### src/rtl/uart_pkg.sv
// Shared constants, FSM state type and baud divider table for the UART receive path.
package uart_pkg;

    localparam int unsigned CLK_FREQ  = 50_000_000;
    localparam int unsigned OSR       = 16;
    localparam int unsigned DATA_BITS = 8;
    localparam int unsigned BAUD_W    = 17;
    localparam int unsigned TICK_W    = 16;

    localparam logic [BAUD_W-1:0] BAUD_4800  = 17'd4800;
    localparam logic [BAUD_W-1:0] BAUD_9600  = 17'd9600;
    localparam logic [BAUD_W-1:0] BAUD_14400 = 17'd14400;
    localparam logic [BAUD_W-1:0] BAUD_19200 = 17'd19200;
    localparam logic [BAUD_W-1:0] BAUD_38400 = 17'd38400;
    localparam logic [BAUD_W-1:0] BAUD_57600 = 17'd57600;

    typedef enum logic [2:0] {IDLE, START, DATA, STOP, BREAK} rx_state_t;

    // Rounded clk_freq / (rate * osr); every call site passes constants, so this folds away.
    function automatic logic [TICK_W-1:0] div_round(input int unsigned clk_freq,
                                                    input int unsigned rate,
                                                    input int unsigned osr);
        int unsigned d;
        d = rate * osr;
        return TICK_W'((clk_freq + d / 2) / d);
    endfunction

    // Baud select to tick divider; unsupported rates fall back to 9600.
    function automatic logic [TICK_W-1:0] baud_to_tick_max(input logic [BAUD_W-1:0] baud,
                                                           input int unsigned clk_freq = CLK_FREQ,
                                                           input int unsigned osr = OSR);
        logic [TICK_W-1:0] tm;
        case (baud)
            BAUD_4800:  tm = div_round(clk_freq, 32'(BAUD_4800), osr);
            BAUD_14400: tm = div_round(clk_freq, 32'(BAUD_14400), osr);
            BAUD_19200: tm = div_round(clk_freq, 32'(BAUD_19200), osr);
            BAUD_38400: tm = div_round(clk_freq, 32'(BAUD_38400), osr);
            BAUD_57600: tm = div_round(clk_freq, 32'(BAUD_57600), osr);
            default:    tm = div_round(clk_freq, 32'(BAUD_9600), osr);
        endcase
        return tm;
    endfunction

endpackage

### src/rtl/uart_rx_tick_gen.sv
// Oversampling tick divider: one-cycle tick every tick_max clocks, held at zero while clear is high.
module uart_rx_tick_gen
    import uart_pkg::*;
(
    input  logic              clk,
    input  logic              rst,
    input  logic              clear,
    input  logic [TICK_W-1:0] tick_max,
    output logic              tick
);

    logic [TICK_W-1:0] cnt;

    assign tick = !clear && (cnt == tick_max - TICK_W'(1));

    // Divider counter: restart on clear, wrap after the tick.
    // NOTE: sequential state uses non-blocking assignments so every flop samples pre-edge values.
    always_ff @(posedge clk) begin
        if (rst || clear || tick) begin
            cnt <= '0;
        end else begin
            cnt <= cnt + TICK_W'(1);
        end
    end

endmodule

### src/rtl/uart_rx.sv
// 8N1 UART receiver with 16x oversampling, glitch rejection and framing-error reporting.
module uart_rx
    import uart_pkg::*;
#(
    parameter int unsigned CLK_FREQ  = uart_pkg::CLK_FREQ,
    parameter int unsigned OSR       = uart_pkg::OSR,
    parameter int unsigned DATA_BITS = uart_pkg::DATA_BITS
) (
    input  logic                 clk,
    input  logic                 rst,
    input  logic [BAUD_W-1:0]    baud,
    input  logic                 rx,
    output logic [DATA_BITS-1:0] rx_data,
    output logic                 rx_done,
    output logic                 frame_err,
    output logic                 busy
);

    localparam int unsigned SAMP_W = $clog2(OSR);
    localparam int unsigned BIT_W  = $clog2(DATA_BITS);

    logic                 rx_meta;
    logic                 rx_s;
    rx_state_t            state;
    rx_state_t            state_next;
    logic [TICK_W-1:0]    tick_max;
    logic                 tick;
    logic                 tick_clear;
    logic [SAMP_W-1:0]    sample_cnt;
    logic [BIT_W-1:0]     bit_cnt;
    logic [DATA_BITS-1:0] shift_reg;
    logic                 mid_start;
    logic                 bit_end;
    logic                 samp_clr;
    logic                 shift_en;
    logic                 done_set;
    logic                 err_set;

    uart_rx_tick_gen u_tick_gen (
        .clk      (clk),
        .rst      (rst),
        .clear    (tick_clear),
        .tick_max (tick_max),
        .tick     (tick)
    );

    assign mid_start = tick && (sample_cnt == SAMP_W'(OSR / 2 - 1));
    assign bit_end   = tick && (sample_cnt == SAMP_W'(OSR - 1));

    // Two-flop synchronizer for the asynchronous line; resets to the idle level.
    always_ff @(posedge clk) begin
        if (rst) begin
            rx_meta <= 1'b1;
            rx_s    <= 1'b1;
        end else begin
            rx_meta <= rx;
            rx_s    <= rx_meta;
        end
    end

    // FSM state register.
    always_ff @(posedge clk) begin
        if (rst) begin
            state <= IDLE;
        end else begin
            state <= state_next;
        end
    end

    // Next-state and datapath control decode.
    // NOTE: every output gets a default first so no path leaves one unassigned and infers a latch.
    always_comb begin
        state_next = state;
        tick_clear = 1'b0;
        samp_clr   = 1'b0;
        shift_en   = 1'b0;
        done_set   = 1'b0;
        err_set    = 1'b0;
        case (state)
            IDLE: begin
                tick_clear = 1'b1;
                samp_clr   = 1'b1;
                if (!rx_s) begin
                    state_next = START;
                end
            end
            START: begin
                if (mid_start) begin
                    samp_clr   = 1'b1;
                    state_next = rx_s ? IDLE : DATA;
                end
            end
            DATA: begin
                if (bit_end) begin
                    shift_en = 1'b1;
                    if (bit_cnt == BIT_W'(DATA_BITS - 1)) begin
                        state_next = STOP;
                    end
                end
            end
            STOP: begin
                if (bit_end) begin
                    if (rx_s) begin
                        done_set   = 1'b1;
                        state_next = IDLE;
                    end else begin
                        err_set    = 1'b1;
                        state_next = BREAK;
                    end
                end
            end
            BREAK: begin
                if (rx_s) begin
                    state_next = IDLE;
                end
            end
            default: state_next = IDLE;
        endcase
    end

    // Counters, shift register, baud latch and registered outputs.
    always_ff @(posedge clk) begin
        if (rst) begin
            tick_max   <= baud_to_tick_max(BAUD_9600, CLK_FREQ, OSR);
            sample_cnt <= '0;
            bit_cnt    <= '0;
            shift_reg  <= '0;
            rx_data    <= '0;
            rx_done    <= 1'b0;
            frame_err  <= 1'b0;
            busy       <= 1'b0;
        end else begin
            rx_done   <= done_set;
            frame_err <= err_set;
            busy      <= (state_next != IDLE);

            if (state == IDLE) begin
                tick_max <= baud_to_tick_max(baud, CLK_FREQ, OSR);
                bit_cnt  <= '0;
            end else if (shift_en) begin
                bit_cnt <= bit_cnt + BIT_W'(1);
            end

            if (samp_clr || bit_end) begin
                sample_cnt <= '0;
            end else if (tick) begin
                sample_cnt <= sample_cnt + SAMP_W'(1);
            end

            if (shift_en) begin
                shift_reg <= {rx_s, shift_reg[DATA_BITS-1:1]};
            end

            if (done_set) begin
                rx_data <= shift_reg;
            end
        end
    end

endmodule
### config.mk
export PLATFORM = sky130hd
export DESIGN_NAME = uart_rx
export DESIGN_NICKNAME = d
export VERILOG_FILES = /design/src/rtl/uart_pkg.sv /design/src/rtl/uart_rx_tick_gen.sv /design/src/rtl/uart_rx.sv
export SDC_FILE = /design/constraint.sdc
export NUM_CORES = 1
export LEC_CHECK = 0
export BUFFER_PORTS_ARGS = -buffer_cell sky130_fd_sc_hd__buf_2
export CAP_MARGIN = 20
export CORE_UTILIZATION = 39
export CTS_CLUSTER_DIAMETER = 200
export DETAILED_ROUTE_END_ITERATION = 6
export PLACE_DENSITY_LB_ADDON = 0.1
export RECOVER_POWER = 50
export SLEW_MARGIN = 20
export SYNTH_ARGS = -nofsm -noshare
export SYNTH_HDL_FRONTEND = slang
export SYNTH_SLANG_ARGS = --single-unit
### constraint.sdc
create_clock -name clk -period 3.1 [get_ports clk]
set_clock_uncertainty 0.05 [all_clocks]
set_input_delay 0.62 -clock clk [delete_from_list [all_inputs] [get_ports clk]]
set_output_delay 0.62 -clock clk [all_outputs]
set_load 0.1 [all_outputs]
**Word-level counts from Yosys, hierarchy flattened**

Index checks and enable logic that the tools add are counted.

- Register bits after elaboration: 63
- Input bits: 20
- Output and inout port bits: 11
- Logic and storage cells: 62

- Add/sub/neg operators: 4
- Equality and inequality tests: 13
- Mux-type cells: 19
- Bitwise gates (word level): 2
- Reduce and logical (&&, ||, !) cells: 12

Operator list:

| cell | number |
|---|---|
| $pmux W10 S5 | 1 |
| $eq A17 B16 Y1 const B | 2 |
| $mux W3 | 7 |
| $eq A17 B13 Y1 const B | 1 |
| $eq A17 B14 Y1 const B | 1 |
| $eq A17 B15 Y1 const B | 1 |
| $add A16 B1 Y16 const B | 1 |
| $eq A16 B16 Y1 | 1 |
| $sub A16 B1 Y16 const B | 1 |
| $pmux W3 S5 | 1 |
| $mux W1 | 8 |
| $eq A3 B2 Y1 const B | 2 |
| $eq A3 B3 Y1 const B | 2 |
| $add A4 B1 Y4 const B | 1 |
| $eq A4 B3 Y1 const B | 1 |
| $eq A4 B4 Y1 const B | 1 |
| $reduce_or A2 Y1 | 2 |
| $add A3 B1 Y3 const B | 1 |
| $eq A3 B1 Y1 const B | 1 |
| $logic_and A1 B1 Y1 | 3 |
| $logic_not A3 Y1 | 1 |
| $logic_or A1 B1 Y1 | 3 |
| $reduce_bool A3 Y1 | 1 |
| $reduce_or A3 Y1 | 1 |
| 4 further kinds | 5 |

**Longest topological paths before layout**

Gate-level depths: netlist of the first run.

- Depth after elaboration: 9
- Depth in mapped cells: 10

**Hierarchy**

A second synthesis of the first run with hierarchy kept.

- Cell total of the unflattened synthesis: 376
- Area total of the unflattened synthesis: 3284.4 µm²

Modules (own cells, without submodules):

| module | instances | cells each | area an instance (µm²) |
|---|---|---|---|
| uart_rx | 1 | 191 | 1831.8 |
| uart_rx_tick_gen | 1 | 185 | 1452.6 |

**Worst setup path before layout of the first run**

OpenSTA, ideal clock, no wires.

- Path type: register -> register
- From: register tick_max[0]
- To: register rx_data[1]
- Setup time: 0.072 ns
- Data arrival time: 2.490 ns
- Slack: 0.489 ns
- Cell stages (with the launch flop): 11
- Path buffers: 1
- Period minus slack after synthesis: 2.611 ns
- Cells stage by stage: dfxtp_1 > inv_1 > ha_1 > o21ba_1 > a22oi_1 > o21ai_0 > a2111oi_4 > nand2_2 > nor4b_2 > buf_4 > mux2i_1

- Word-level cells in the longest chain between the ends: 6

RTL lines:

| item | RTL line | text |
|---|---|---|
| start: declaration | uart_rx.sv:26 | `logic [TICK_W-1:0] tick_max;` |
| start signal: assignment | uart_rx.sv:124 | `tick_max <= baud_to_tick_max(BAUD_9600, CLK_FREQ, OSR);` |
| start signal: assignment | uart_rx.sv:138 | `tick_max <= baud_to_tick_max(baud, CLK_FREQ, OSR);` |
| $sub A16 B1 Y16 | uart_rx_tick_gen.sv:14 | `assign tick = !clear && (cnt == tick_max - TICK_W'(1));` |
| $eq A16 B16 Y1 | uart_rx_tick_gen.sv:14 |  |
| $logic_and A1 B1 Y1 | uart_rx_tick_gen.sv:14 |  |
| $logic_and A1 B1 Y1 | uart_rx.sv:48 | `assign bit_end = tick && (sample_cnt == SAMP_W'(OSR - 1));` |
| $mux W1 | uart_rx.sv:102 | `if (bit_end) begin` |
| $mux W1 | uart_rx.sv:79 | `case (state)` |
| end signal: assignment | uart_rx.sv:155 | `rx_data <= shift_reg;` |
| end: declaration | uart_rx.sv:13 | `output logic [DATA_BITS-1:0] rx_data,` |

Every way passes these cells.
A chain may end at the register's enable or synchronous reset.

**Worst setup path after layout of the first run**

- From: register tick_max[0]
- To: register rx_data[2]

The elaborated chain is that of the path after synthesis.

==> impl_metrics.env, run 1 <==
export IMPL_status="completed"
export IMPL_rrSetupSlack_ps=170
export IMPL_nNetsFinal=410
export IMPL_synth_fp_nets=377
export IMPL_regMostFlops="u_tick_gen.cnt"
export IMPL_drv_cap=0
export IMPL_ctsHoldBuffers=0
export IMPL_ys_types=63
export IMPL_cts_tree="done"
export IMPL_max_freq_ghz=0.3419
export IMPL_synth_edff_count=0
export IMPL_wl_um=6684
export IMPL_p_per_area_mw_per_mm2=428.5
export IMPL_setup_viol=0
export IMPL_largest_reg_flops=16
export IMPL_cp_arrival_ps=3150
export IMPL_final_util_pct=46.27
export IMPL_firstDrtPassIters=4
export IMPL_finalCritPeriodShare_pct=94.36
export IMPL_core_rowCount=32
export IMPL_rsz0062_at_grt="false"
export IMPL_diodes=0
export IMPL_hold_path_class="register to register"
export IMPL_crit_slowest_cell="or3b_4"
export IMPL_ys_seq_elements=57
export IMPL_dp_cells=476
export IMPL_hold_viol_final=0
export IMPL_cts_buffer_depth=2
export IMPL_crit_path_cell_trace="inv_1 -> ha_1 -> or3b_4 -> o31ai_1 -> nand2_1 -> a2111oi_4 -> nand2_2 -> nor4b_2 -> buf_4 -> mux2i_1"
export IMPL_startpoint_type="register"
export IMPL_ant_nets=0
export IMPL_setup_tns_ps=0
export IMPL_dpl_cell_area_mm2=0.003364
export IMPL_globalplace_congestion=0.8309
export IMPL_syn_area_per_cell_um2=8.805
export IMPL_crit_family="simple AND/OR/NAND/NOR gates"
export IMPL_first_global_vias=2401
export IMPL_core_area_mm2=0.007687
export IMPL_yosysSeqAreaShare_pct=36.82
export IMPL_ios=31
export IMPL_power_mw=1.524
export IMPL_cts_root_buffer="clkbuf_8"
export IMPL_async_reset_ff_share_pct=0
export IMPL_worstMarginPinSlew_ps=1231
export IMPL_antenna_found_initial=0
export IMPL_track_usage_pct=17.71
export IMPL_clock_sinks=57
export IMPL_grt_ovfl_total=0
export IMPL_crit_buf_inv=2
export IMPL_post_drt_via_cell_ratio=5.285
export IMPL_reg_largest_list="u_tick_gen.cnt: 16 flops, tick_max: 10 flops"
export IMPL_htree_num_levels=3
export IMPL_die_y_um=91.15
export IMPL_postSynthCellCount=352
export IMPL_grt_pass1_wl_um=11610
export IMPL_drt_iter0_drc=139
export IMPL_clk_pin_slew_ps=80
export IMPL_final_area_mm2=0.003557
export IMPL_worstSetupPathType="register to register"
export IMPL_start_util_pct=40.32
export IMPL_max_slew_margin_rel_pct=17.95
export IMPL_wl_per_cell_um=13.59
export IMPL_die_area_mm2=0.008307
export IMPL_post_cts_setup_buffers=0
export IMPL_die_w_um=91.15
export IMPL_slew_violations=0
export IMPL_vias=2600
export IMPL_grt_max_degree=35
export IMPL_dp_hpwl_um=4934
export IMPL_path_max_fanout=8
export IMPL_syn2layout_area_growth_pct=14.78
export IMPL_fin_cells=492
export IMPL_portBuffers=30
export IMPL_clk_latency_ps=340
export IMPL_cp_required_ps=3330
export IMPL_end_kind="register"
export IMPL_cellLeakagePower_nw=1.340
export IMPL_route_detailed_drc=0
export IMPL_netlist_area_mm2=0.003099
export IMPL_synth_flop_cell="dfxtp_1"
export IMPL_final_layout_size_suffix_gt1_share_pct=15.90
export IMPL_cts_buffers=9
export IMPL_yosys_warnings=0
export IMPL_cp_slowest_stage_delay_ps=450
export IMPL_ir_drop_mv=0.2268
export IMPL_period_needed_ps=2925
layout by cell type, fill, tap and decap left out, types with 2 or more instances in the layout:
cell	n
nor3b_1	2
o211ai_1	2
clkbuf_8	9
ha_1	5
nand4_1	9
mux2i_1	18
buf_2	18
nor2b_1	2
nand3b_1	2
xor2_1	14
nor4_4	2
clkbuf_1	12
buf_4	9
a311oi_1	4
or3_1	6
or2_2	2
a211oi_1	2
nor3_1	11
a221oi_1	2
nand2_1	22
nor4_1	4
nor4b_1	4
nand3_1	14
inv_1	9
o21ai_1	7
xnor2_1	12
o21ai_0	3
nor2_1	45
a2111oi_4	2
o22ai_1	2
dfxtp_1	57
clkinvlp_4	3
and2_0	2
a21oi_1	6
nand2b_1	20
clkinv_4	2
nor4b_2	2
and3_1	11
where the power goes:
group / total, mW / switching [mW] / internal [mW]
combinational: 0.0740 / 0.0422 / 0.0318
sequential: 0.745 / 0.00767 / 0.737
clock: 0.705 / 0.330 / 0.376
path summary, 6_finish.rpt:
| path | from | to | cells past startpoint |
|---|---|---|---|
| max | tick_max[0] | rx_data[2] | 10 |
| min | rx_meta | rx_s | 1 |
| max reg2reg | tick_max[0] | rx_data[2] | 10 |
| min reg2reg | rx_meta | rx_s | 1 |
final cells by class:
type,count,area (um2)
Multi-Input combinational cell,268,1844
Fill cell,781,4130
Inverter,9,33.78
Timing Repair Buffer,40,207.7
Clock inverter,7,78.83
Clock buffer,9,123.9
Tap cell,102,127.6
Sequential cell,57,1141
cells in the mapped netlist, types with 6 or more instances:
library cell,number,share of area (%)
dfxtp_1,57,37
nor3_1,11,1.8
xnor2_1,12,3.4
and3_1,11,2.2
a21oi_1,6,0.97
nand3_1,14,2.3
clkbuf_1,9,1.1
nand2b_1,20,4.0
nand4_1,9,1.8
buf_2,7,1.1
nand2_1,22,2.7
xor2_1,14,4.0
inv_1,9,1.1
mux2i_1,18,5.8
nor2_1,45,5.5
or3_1,6,1.2
o21ai_1,7,1.1
cell families after synthesis:
family                     share of synthesized area, %
muxes                                             6.298
AOI/OAI and AO/OA                                 11.91
adders and majority gates                         2.019
buffers and inverters                             3.916
xor gates and xnor gates                          7.348
DFF                                               36.82
and+or+nand+nor                                   31.69
metrics by stage:
stage          setup slack [ps]  hold slack (ps)
2_1_floorplan             488.8            339.5
3_3_place_gp              207.5            348.1
3_5_place_dp              112.5            347.0
4_1_cts                   106.1            364.0
5_1_grt                  0.2378            389.5
6_report                  174.8            360.6
worst register-to-register path, stage by stage, from the launching register on:
cell and delay, ps:
dfxtp_1 380, inv_1 90, ha_1 260, or3b_4 450, o31ai_1 270, nand2_1 140
a2111oi_4 360, nand2_2 110, nor4b_2 280, buf_4 240, mux2i_1 210
what timing repair did:
action                                  4_1_cts  5_1_grt
gates resized for setup                       0        2
endpoints found under the setup margin        0        8
hold endpoints to repair                      0        0
metal layers:
layer	global-route usage (%)	part of all wire [%]
met1	23.44	51
met2	27.78	43
met3	4.439	4.4
met4	6.481	1.3
met5	0	0
(Power assumes the default switching activity.)
==> inputs of run 2 (changes only) <==
--- a/constraint.sdc
+++ b/constraint.sdc
@@ -4,2 +4,2 @@
 set_output_delay 0.62 -clock clk [all_outputs]
-set_load 0.1 [all_outputs]
+set_load 0.005 [all_outputs]
==> run 2 against run 1 <==
Register-to-register slack hardly changed. Cell area is 0.21% higher. Worst setup slack hardly changed. Global-route usage stayed put. Flip-flop and latch count stayed put. Power is 0.33% lower. Count of clock-buffer cells in the layout stayed put. Largest cell class unchanged. Highest routed layer unchanged.
==> impl_metrics.env, run 2 (synthesis gave the netlist of run 1 again) <==
export IMPL_final_layout_size_suffix_gt1_share_pct=17.44
export IMPL_combPwrFrac_pct=4.5
export IMPL_grt_ovfl_total=0
export IMPL_cellLeakagePower_nw=1.366
export IMPL_grt_pass1_wl_um=11610
export IMPL_die_y_um=91.15
export IMPL_wl_met3_um=285
export IMPL_switchingPower_uw=374.4
export IMPL_cts_buffer_depth=2
export IMPL_cts_tree="done"
export IMPL_firstDrtPassIters=4
export IMPL_dp_hpwl_um=4934
export IMPL_p_per_area_mw_per_mm2=426.2
export IMPL_p_sw_share_pct=24.64
export IMPL_fin_ws_ps=174.6
export IMPL_reg2reg_depth=10
export IMPL_wl_per_cell_um=13.57
export IMPL_worst_hold_startpoint="rx_meta"
export IMPL_r2r_start="tick_max[0]"
export IMPL_drt_iter0_drc=139
export IMPL_path_max_fanout=8
export IMPL_startpoint="tick_max[0]"
export IMPL_htree_num_levels=3
export IMPL_grt_max_degree=35
export IMPL_nNetsFinal=410
export IMPL_track_usage_pct=17.71
export IMPL_worstSetupPathType="register to register"
export IMPL_slew_violations=0
export IMPL_syn2layout_area_growth_pct=15.02
export IMPL_largest_reg_flops=16
export IMPL_ir_drop_mv=0.2268
export IMPL_start_util_pct=40.32
export IMPL_cp_required_ps=3330
export IMPL_post_drt_via_cell_ratio=5.289
export IMPL_portBuffers=30
export IMPL_power_mw=1.519
export IMPL_die_area_mm2=0.008307
export IMPL_max_slew_margin_rel_pct=17.05
export IMPL_finalCritPeriodShare_pct=94.37
export IMPL_antenna_found_initial=0
export IMPL_cts_buffers=9
export IMPL_worstMarginPinSlew_ps=1244
export IMPL_p_int_mw=1.145
export IMPL_clk_pin_slew_ps=80
export IMPL_cp_arrival_ps=3150
export IMPL_wl_um=6677
export IMPL_hold_path_end="rx_s"
export IMPL_core_area_mm2=0.007687
export IMPL_wl_met1_um=3390
export IMPL_hold_depth=1
export IMPL_final_common_cell="dfxtp_1"
export IMPL_met2WireLength_um=2910
export IMPL_reg_largest_list="u_tick_gen.cnt: 16 flops, tick_max: 10 flops"
export IMPL_dr_max_layer_used="met4"
export IMPL_end_kind="register"
export IMPL_seqPwrFrac_pct=49.0
export IMPL_rrSetupSlack_ps=170
export IMPL_ant_nets=0
export IMPL_clock_sinks=57
export IMPL_die_w_um=91.15
export IMPL_core_rowCount=32
export IMPL_status="completed"
export IMPL_clk_latency_ps=340
export IMPL_place_ws_ps=112.5
export IMPL_mostFrequentLayoutCells="dfxtp_1, nor2_1, buf_2, nand2_1, nand2b_1"
export IMPL_regMostFlops="u_tick_gen.cnt"
export IMPL_hold_path_class="register to register"
export IMPL_rsz0062_at_grt="false"
export IMPL_hold_viol_final=0
export IMPL_max_freq_ghz=0.3418
export IMPL_setup_viol=0
export IMPL_startpoint_type="register"
export IMPL_first_global_vias=2401
export IMPL_ios=31
export IMPL_drv_cap=0
export IMPL_dpl_cell_area_mm2=0.003364
export IMPL_vias=2602
export IMPL_final_util_pct=46.37
export IMPL_route_detailed_drc=0
export IMPL_globalplace_congestion=0.8309
export IMPL_diodes=0
export IMPL_final_area_mm2=0.003565
export IMPL_cts_root_buffer="clkbuf_8"
export IMPL_clkPwrFrac_pct=46.4
export IMPL_rr_endpoint="rx_data[2]"
export IMPL_setup_tns_ps=0
export IMPL_period_needed_ps=2925
export IMPL_fill_cells=779
-- run 2: cell type report --
class,count,area (um2),area share [%]
tap,102,127.6,3.580
multi-input combinational,268,1844,51.74
clock buffer,9,123.9,3.475
timing repair buffer,40,215.2,6.037
sequential,57,1141,32.01
clock inverter,7,78.83,2.211
inverter,9,33.78,0.9477
-- run 2: critical path: stages (launching register included) --
cell and delay [ps]:
dfxtp_1 380, inv_1 90, ha_1 260, or3b_4 450, o31ai_1 270, nand2_1 140
a2111oi_4 360, nand2_2 110, nor4b_2 280, buf_4 240, mux2i_1 200
-- run 2: timing repair --
action                     in CTS  in global routing
gates resized for setup         0                  2
buffers inserted                0                  0
hold endpoints to repair        0                  0
setup endpoints to repair       0                  8
hold buffers                    0                  0
-- run 2: routing by layer --
layer,global-route usage (%),vias up
li1,-,1329
met3,4.439,8
met1,23.44,1215
met2,27.78,50
met5,0,-
met4,6.481,0
-- run 2: per-stage QoR --
stage	hold WS, ps	std cells
final	360.6	492
after detailed placement	347.0	476
after CTS	364.0	492
after global placement	348.1	476
after floorplan	339.5	352
after global routing	389.5	492
-- run 2: how the worst max path moves through the flow --
stage / to / slack (ps) / cells after the start
2_1_floorplan: rx_data[1] / 490 / 10
3_3_place_gp: rx_data[6] / 210 / 10
3_5_place_dp: rx_data[2] / 110 / 10
4_1_cts: rx_data[2] / 110 / 10
5_1_grt: rx_data[7] / 0.2 / 10
6_report: rx_data[2] / 170 / 10
-- run 2: power by group through the flow --
stage	clock network [mW]	logic [mW]	registers [mW]
6_report	0.705	0.0691	0.745
3_5_place_dp	0	0.0696	0.762
3_3_place_gp	0	0.0687	0.762
5_1_grt	0.762	0.0776	0.746
2_1_floorplan	0	0.0438	0.758
4_1_cts	0.727	0.0698	0.745
==> inputs of run 3 (changes only) <==
Settings changed: CELL_PAD_IN_SITES_DETAIL_PLACEMENT set to 1, CELL_PAD_IN_SITES_GLOBAL_PLACEMENT set to 2, CORE_UTILIZATION 39 to 36.
==> run 3 against run 2 <==
Clock power is 2% higher. Fmax is 0.86% lower. Highest routed layer unchanged. Flip-flop and latch count stayed put. Sequential power hardly changed. Count of clock-buffer cells in the layout stayed put. Register-to-register slack worse by 30 ps. Hold slack better by 1.2 ps. Critical path depth stayed put. Worst setup slack worse by 25 ps. Critical endpoint unchanged. Largest power group unchanged. Sequential share of layout area is 0.090 points higher. Power is 0.76% higher.
==> impl_metrics.env, run 3 (synthesis gave the netlist of run 1 again) <==
export IMPL_htree_num_levels=3
export IMPL_crit_slowest_cell="or3b_1"
export IMPL_mostFrequentLayoutCells="dfxtp_1, nor2_1, nand2_1, buf_2, nand2b_1"
export IMPL_drv_cap=0
export IMPL_setup_tns_ps=0
export IMPL_seqCellArea_mm2=0.001141
export IMPL_fill_cells=1016
export IMPL_wl_per_cell_um=15.30
export IMPL_p_per_area_mw_per_mm2=430.6
export IMPL_diodes=0
export IMPL_dpl_cell_area_mm2=0.003368
export IMPL_portBuffers=30
export IMPL_dp_hpwl_um=5618
export IMPL_end_kind="register"
export IMPL_cp_arrival_ps=3180
export IMPL_power_mw=1.531
export IMPL_syn2layout_area_growth_pct=14.70
export IMPL_hold_path_class="register to register"
export IMPL_startpoint_type="register"
export IMPL_ir_drop_mv=0.2228
export IMPL_nNetsFinal=410
export IMPL_first_global_vias=2607
export IMPL_cp_required_ps=3330
export IMPL_grt_pass1_wl_um=12610
export IMPL_cts_buffers=9
export IMPL_worstMarginPinSlew_ps=1209
export IMPL_final_area_mm2=0.003555
export IMPL_regMostFlops="u_tick_gen.cnt"
export IMPL_clock_sinks=57
export IMPL_hold_viol_final=0
export IMPL_cellLeakagePower_nw=1.358
export IMPL_core_rowCount=33
export IMPL_crit_path_cell_trace="inv_1 -> ha_1 -> or3b_1 -> nor2_1 -> nand3_1 -> a2111oi_4 -> nand2_2 -> nor4b_2 -> buf_4 -> mux2i_1"
export IMPL_status="completed"
export IMPL_worstSetupPathType="register to register"
export IMPL_final_util_pct=43.05
export IMPL_die_area_mm2=0.008984
export IMPL_start_util_pct=37.53
export IMPL_slew_violations=0
export IMPL_route_detailed_drc=0
export IMPL_setup_viol=0
export IMPL_clk_latency_ps=340
export IMPL_post_drt_via_cell_ratio=5.259
export IMPL_period_needed_ps=2951
export IMPL_reg_largest_list="u_tick_gen.cnt: 16 flops, tick_max: 10 flops"
export IMPL_switchingPower_uw=385.1
export IMPL_multi_input_area_mm2=0.001839
export IMPL_track_usage_pct=18.34
export IMPL_seqPwrFrac_pct=48.7
export IMPL_final_common_cell="dfxtp_1"
export IMPL_largest_reg_flops=16
export IMPL_wl_um=7575
export IMPL_max_freq_ghz=0.3389
export IMPL_rsz0062_at_grt="false"
export IMPL_clkPwrFrac_pct=46.9
export IMPL_antenna_found_initial=0
export IMPL_firstDrtPassIters=4
export IMPL_ios=31
export IMPL_combPwrFrac_pct=4.4
export IMPL_finalCritPeriodShare_pct=95.19
export IMPL_p_int_mw=1.146
export IMPL_core_area_mm2=0.008258
export IMPL_cp_slowest_stage_delay_ps=460
export IMPL_grt_max_degree=35
export IMPL_cts_tree="done"
export IMPL_p_sw_share_pct=25.16
export IMPL_max_slew_margin_rel_pct=19.40
export IMPL_post_cts_setup_buffers=0
export IMPL_die_w_um=94.79
export IMPL_grt_ovfl_total=0
export IMPL_ant_nets=0
export IMPL_drt_iter0_drc=67
export IMPL_globalplace_congestion=0.7962
export IMPL_path_max_fanout=8
export IMPL_final_layout_size_suffix_gt1_share_pct=15.90
export IMPL_die_y_um=94.79
export IMPL_vias=2603
export IMPL_cts_root_buffer="clkbuf_8"
export IMPL_cts_buffer_depth=2
export IMPL_clk_pin_slew_ps=80
==> run 3: changes by cell type in the layout (fill, tap and decap cells not counted), sizes merged <==
cell	previous run	this run
clkinvlp	3	1
clkbuf	16	19
clkinv	2	3
inv	10	11
buf	33	30
==> run 3: worst paths after layout <==
check | slack (ps) | from | cells after the start | endpoint
worst max-delay path | 150 | tick_max[1] | 10 | rx_data[2]
worst min-delay path | 360 | rx_meta | 1 | rx_s
worst max register to register | 150 | tick_max[1] | 10 | rx_data[2]
worst min register to register | 360 | rx_meta | 1 | rx_s
==> run 3: routing by layer <==
layer / vias up / track usage [%] / wire (um)
met4: 0 / 5.303 / 74
met2: 37 / 31.06 / 3594
met1: 1231 / 22.63 / 3687
met5: - / 0 / 0
li1: 1330 / - / -
met3: 5 / 4.992 / 218
==> run 3: critical path, delay by kind of cell, from the launching register on <==
kind,cells,cell delay [ps]
and+or+nand+nor,5,1270
AOI/OAI and AO/OA,1,420
adders and majority gates,1,260
buffers and inverters,2,330
DFF,1,360
muxes,1,200
==> run 3: stage by stage <==
stage / setup slack (ps) / instances / hold slack, ps
floorplan: 488.8 / 352 / 339.5
global placement: 307.7 / 479 / 342.9
detailed placement: 192.7 / 479 / 348.3
CTS: 164.6 / 495 / 367.1
global route: 15.67 / 495 / 381.5
finish: 149.2 / 495 / 361.8
==> run 3: what timing repair did <==
item / in CTS / in global routing
setup endpoints to repair: 0 / 5
hold buffers: 0 / 0
gates resized for setup: 0 / 1
==> run 3: power groups by stage <==
stage          Sequential [mW]  Clock [mW]  Combinational, mW
2_1_floorplan            0.758           0             0.0438
3_3_place_gp             0.763           0             0.0675
3_5_place_dp             0.763           0             0.0685
4_1_cts                  0.746       0.738             0.0690
5_1_grt                  0.747       0.770             0.0757
6_report                 0.746       0.717             0.0676
==> run 3: final cells by class <==
| cell class | count | share of cell area (%) |
|---|---|---|
| inverter | 9 | 0.9504 |
| clock buffer | 9 | 3.485 |
| sequential | 57 | 32.10 |
| clock inverter | 7 | 2.182 |
| tap | 105 | 3.696 |
| timing repair buffer | 40 | 5.843 |
| multi-input combinational | 268 | 51.74 |
